$ cat src/rtl/mem_access_unit.sv
// mem_access_unit: memory-stage bus responder with lane steering, load extension and timeout; optional misalignment trap via MEM_MISALIGN_TRAP_EN
module mem_access_unit #(
  parameter int TIMEOUT_CYCLES = 255,
  parameter int ADDR_W = 32
) (
  input  logic              clock,
  input  logic              reset,
  input  logic              rd_wr_mem_mem,
  input  logic              mem_wr_mem,
  input  logic [ADDR_W-1:0] addr_mem,
  input  logic [31:0]       wdata_mem,
  input  logic [31:0]       instruction_mem,
  output logic              stall,
  output logic [31:0]       rdata_wb,
  output logic              bus_err,
  output logic              bus_req,
  output logic              bus_we,
  output logic [ADDR_W-1:0] bus_addr,
  output logic [31:0]       bus_wdata,
  output logic [3:0]        bus_be,
  input  logic              bus_ack,
  input  logic [31:0]       bus_rdata
);
  typedef enum logic [1:0] {IDLE, REQ, DONE} state_t;
  state_t      state;
  logic [15:0] cnt;
  logic        ld;
  logic [2:0]  f3;
  logic [1:0]  off;
  logic        access, is_load, is_byte, is_half, trap;
  logic [2:0]  f3_in;
  logic [1:0]  off_in;
  logic [3:0]  be_in;
  logic [31:0] wdata_in, ext;
  logic [7:0]  rb;
  logic [15:0] rh;
  logic        unused;
  assign unused = &{1'b0, instruction_mem[31:15], instruction_mem[11:0]};
  assign access  = rd_wr_mem_mem | mem_wr_mem;
  assign is_load = rd_wr_mem_mem & ~mem_wr_mem;
  assign f3_in   = instruction_mem[14:12];
  assign off_in  = addr_mem[1:0];
  // funct3 x00 is byte, x01 is half, everything else (incl. reserved) is word
  assign is_byte = f3_in[1:0] == 2'b00;
  assign is_half = f3_in[1:0] == 2'b01;
`ifdef MEM_MISALIGN_TRAP_EN
  assign trap = is_half ? off_in[0] : (~is_byte & (off_in != 2'b00));
`else
  assign trap = 1'b0;
`endif
  // store lane steering and load extension from the latched access shape
  always_comb begin
    be_in    = is_byte ? 4'b0001 << off_in : is_half ? (off_in[1] ? 4'b1100 : 4'b0011) : 4'b1111;
    wdata_in = is_byte ? {4{wdata_mem[7:0]}} : is_half ? {2{wdata_mem[15:0]}} : wdata_mem;
    rb       = 8'(bus_rdata >> {off, 3'b000});
    rh       = off[1] ? bus_rdata[31:16] : bus_rdata[15:0];
    ext      = f3[1:0] == 2'b00 ? {{24{~f3[2] & rb[7]}}, rb} :
               f3[1:0] == 2'b01 ? {{16{~f3[2] & rh[15]}}, rh} : bus_rdata;
  end
  // the pipeline is held from the accepting IDLE cycle through every REQ cycle
  assign stall = ~reset & ((state == IDLE & access) | state == REQ);
  // access sequencer: IDLE accepts, REQ waits for ack or timeout, DONE releases the pipeline
  always_ff @(posedge clock or posedge reset) begin
    if (reset) begin
      state     <= IDLE;
      cnt       <= '0;
      ld        <= 1'b0;
      f3        <= '0;
      off       <= '0;
      rdata_wb  <= '0;
      bus_err   <= 1'b0;
      bus_req   <= 1'b0;
      bus_we    <= 1'b0;
      bus_addr  <= '0;
      bus_wdata <= '0;
      bus_be    <= '0;
    end else begin
      case (state)
        IDLE: if (access) begin
          cnt     <= '0;
          ld      <= is_load;
          f3      <= f3_in;
          off     <= off_in;
          bus_err <= trap;
          if (trap) begin
            state <= DONE;
            if (is_load) rdata_wb <= '0;
          end else begin
            state     <= REQ;
            bus_req   <= 1'b1;
            bus_we    <= mem_wr_mem;
            bus_addr  <= {addr_mem[ADDR_W-1:2], 2'b00};
            bus_wdata <= wdata_in;
            bus_be    <= be_in;
          end
        end
        REQ: begin
          cnt <= cnt + 16'd1;
          if (bus_ack) begin
            state   <= DONE;
            bus_req <= 1'b0;
            if (ld) rdata_wb <= ext;
          end else if (cnt == 16'(TIMEOUT_CYCLES - 1)) begin
            state   <= DONE;
            bus_req <= 1'b0;
            bus_err <= 1'b1;
            if (ld) rdata_wb <= '0;
          end
        end
        default: state <= IDLE;
      endcase
    end
  end
endmodule

$ cat config.mk
export PLATFORM = sky130hd
export DESIGN_NAME = mem_access_unit
export DESIGN_NICKNAME = d
export VERILOG_FILES = /design/src/rtl/mem_access_unit.sv
export SDC_FILE = /design/constraint.sdc
export NUM_CORES = 1
export LEC_CHECK = 0
export BUFFER_PORTS_ARGS = -buffer_cell sky130_fd_sc_hd__buf_2
export CORE_UTILIZATION = 44
export CTS_BUF_LIST = sky130_fd_sc_hd__clkbuf_16
export DETAILED_ROUTE_END_ITERATION = 16
export GPL_ROUTABILITY_DRIVEN = 0
export PLACE_DENSITY = 0.84
export REMOVE_ABC_BUFFERS = 1
export SLEW_MARGIN = 20
export SYNTH_ARGS = -nofsm -noshare
export SYNTH_HDL_FRONTEND = slang
export SYNTH_SLANG_ARGS = --single-unit
$ cat constraint.sdc
create_clock -name clock -period 4.1 [get_ports clock]
set_input_delay 0.615 -clock clock [delete_from_list [all_inputs] [get_ports clock]]
set_output_delay 0.615 -clock clock [all_outputs]
set_load 0.02 [all_outputs]
==> flow_summary.yaml <==
place:
  place_hpwl_um: 9900
  placement.setup.worst_slack_ns: 1.65
  port_buffers: 205
  post-place-cells: 928
floorplan:
  placementRows: 41
  placeable_core_region_mm2: 0.0128
  die-height_um: 118
  io_pins: 237
  floorplan.initialDensity: 0.459
  fp.dieW_um: 118
  die_area_mm2: 0.0138
global_route:
  globalRouteOverflowTotal: 0
  grt_antenna_before_repair: 0
  global_route_wire_length_before_repair_um: 24600
  maximum_number_of_pins_on_one_net_before_global_route_repair: 110
  grt_pass1_vias: 4970
  grt_util_all_layers: 0.221
timing:
  max-slew-margin-rel: 0.284
  fin_setup_tns_ns: 0
  worst-slew-pin-transition_ns: 1.07
  clock-skew-final_ns: 0.00774
  final_setup_violations: 0
  final-max-slew-violation-count: 0
  max_freq_ghz: 0.399
  setup_slack_ns: 1.60
  final.period_utilization: 0.611
  grt_setup_unrepaired: "false"
  final_critical_path_time_including_i_o_delays_and_setup_ns: 2.50
  final_count_of_hold_timing_violations: 0
drt:
  drt-vias-per-instance: 5.40
  postRouteAntennaNets: 0
  post-route-drc-count: 0
  vias: 5180
  drt_wl_total_um: 15000
  detailedRoute.firstPassIterationCount: 5
  drt_first_iter_violations: 456
  routed_wire_length_per_instance_um: 15.6
logic_synthesis:
  synth_xor_xnor_area_share: 0
  yosys.area.top_type: "dfrtp_1"
  flop_and_latch_count_out_of_synthesis: 125
  yosys-top-cells-area: "dfrtp_1 (53%), nand2_1 (11%), mux2i_1 (4.9%), a221o_1 (2.7%), mux4_2 (2.7%)"
  syn-cell-area_mm2: 0.00589
  compound_cell_area_share_of_the_yosys_netlist: 0.163
  ys_dominant_reg_cell: "dfrtp_1"
  synth_adder_area_share: 0.00425
  yosysWarnings: 0
  main_combinational_cell_family_by_area_after_synthesis: "simple AND/OR/NAND/NOR gates"
  synth_cell_types: 53
  synthSimpleGateAreaFrac: 0.176
  synth-edff-count: 0
  synthArstFlopShare: 1.00
  synth_cells: 586
  synth.mux.area_fraction: 0.0850
  post_synth.cell_area_avg_um2: 10.0
  synth_top_area_frac: 0.531
  synth_seq_area_share: 0.531
final_layout:
  layout_common_cells: "buf_2 (205), nand2_1 (169), dfrtp_1 (125), nor2_1 (33), mux2i_1 (29)"
  fill_cells: 1132
  antenna_cells_inserted: 0
  drive_above_1_share: 0.335
  final_common_cell: "buf_2"
  finalNetCount: 910
  final-instance-count-excl-fill: 960
  area_delta_synth_final_pct: 27.9
critical_path:
  reg2reg_setup_slack_ns: 1.60
  cp-end-kind: "flip-flop"
  max_stage_delay_ns: 0.97
  critical_path.max_fanout: 27
  crit-reg2reg-launch: "off[1]"
  required_ns: 4.44
  critPathLaunchType: "flip-flop"
  rr_endpoint: "rdata_wb[27]"
  reg2reg_depth: 4
  worst_path_max_delay_cell: "dfrtp_1"
  critical_path_class: "reg2reg"
  worstPathCellList: "mux2_4 -> mux2i_4 -> nor4_4 -> a221o_1"
  worstPathArrival_ns: 2.84
clock_network:
  clock_insertion_delay_at_the_later_pin_of_the_skew_report_ns: 0.41
  cts_tree: "built"
  cts_buffers: 17
  cts_htree_levels: 4
  cts_root_buffer: "clkbuf_16"
  cts_setup_buffers: 0
  clk_pin_slew_worst_paths_ns: 0.06
  cts.sinks: 125
  ctsLongestPathBuffers: 2
  cts_repair_resize_count: 0
  cts_hold_buffers: 0
power_and_ir_drop:
  p_total_w: 0.00609
  peakVddDrop_v: 0.000399
  static-leakage-power_nw: 3.88
  power.density_mw_per_mm2: 808
min_path:
  timing.hold.worst_endpoint: "bus_addr[7]"
  worst_hold_path_cell_count: 3
  hold_start: "addr_mem[7]"
  hp-class: "in2reg"
job:
  drv.max_cap_violation_count: 0
status:
  run_status: "finished, final reports clean"
-- metal layers --
layer | vias to the layer above | part of all wire | GRT usage
li1 | 2436 | - | -
met1 | 2464 | 0.44 | 0.289
met2 | 262 | 0.47 | 0.349
met3 | 18 | 0.083 | 0.0688
met4 | 0 | 0.014 | 0.0705
met5 | - | 0 | 0
-- where the power goes --
group	leakage (nW)	total, W	switching [W]	internal, W
combinational	2.03	0.00249	0.00157	0.000920
clock	0.279	0.00144	0.000553	0.000892
sequential	1.57	0.00215	0.000400	0.00175
total	3.88	0.00609	0.00253	0.00356
-- stage by stage --
step	hold WS, ns	util	instance area, um2
after floorplan	0.453	-	5670
after global placement	0.446	0.543	6960
after detailed placement	0.455	0.543	6960
after CTS	0.377	0.587	7530
after global routing	0.377	0.587	7530
final	0.397	0.587	7530
-- cell type report --
cell class	instances	area [um2]	share of cell area
Sequential cell	125	3130	0.415
Tap cell	172	215	0.0286
Inverter	5	21.3	0.00282
Multi-Input combinational cell	418	2530	0.336
Clock inverter	15	146	0.0194
Clock buffer	17	425	0.0565
Timing Repair Buffer	208	1060	0.141
-- state kept, by name, summed over array words and instances (netlist names) --
signal	cells
bus_addr	30
bus_be	4
bus_err	1
bus_req	1
bus_wdata	32
bus_we	1
cnt	16
f3	3
ld	1
off	2
rdata_wb	32
state	2
-- synthesized netlist by cell type (4+ instances only) --
cell type / instances
clkbuf_1: 16
o21ai_1: 15
nand3_1: 8
a2111oi_2: 5
a21o_1: 7
a2bb2oi_1: 7
nor2_1: 33
o21ai_0: 24
o211ai_1: 4
inv_1: 4
o31ai_1: 7
nand2b_1: 5
a221o_1: 16
a21oi_1: 13
buf_4: 8
buf_6: 4
mux2i_1: 29
nand2_1: 169
buf_2: 11
dfrtp_1: 125
mux4_2: 7
o22ai_1: 16
a22o_1: 9
-- worst max-delay path by stage --
stage                     depth (start not counted)       endpoint  slack [ns]                 from
after global placement                            4  bus_wdata[10]        1.70  instruction_mem[13]
after global routing                              4   rdata_wb[27]        1.51               off[1]
after detailed placement                          4   rdata_wb[31]        1.65               off[1]
final                                             4   rdata_wb[27]        1.60               off[1]
after CTS                                         4   rdata_wb[27]        1.64               off[1]
after floorplan                                   1   bus_addr[10]        0.16                reset
-- worst max-delay path: cells and delay by family (launching register included) --
kind / cells / cell delay, ns
compound gates: 1 / 0.23
flops: 1 / 0.97
mux: 2 / 0.41
simple gates: 1 / 0.81
-- cell families (layout without fill, tap and decap cells) --
logic type,Yosys count,in the layout
simple gates,242,242
compound gates,133,133
flops,125,125
buf+inv,44,245
mux,39,39
fa+ha+maj,2,2
other cells,1,2
Note: power is estimated with default switching activity, not from simulation.
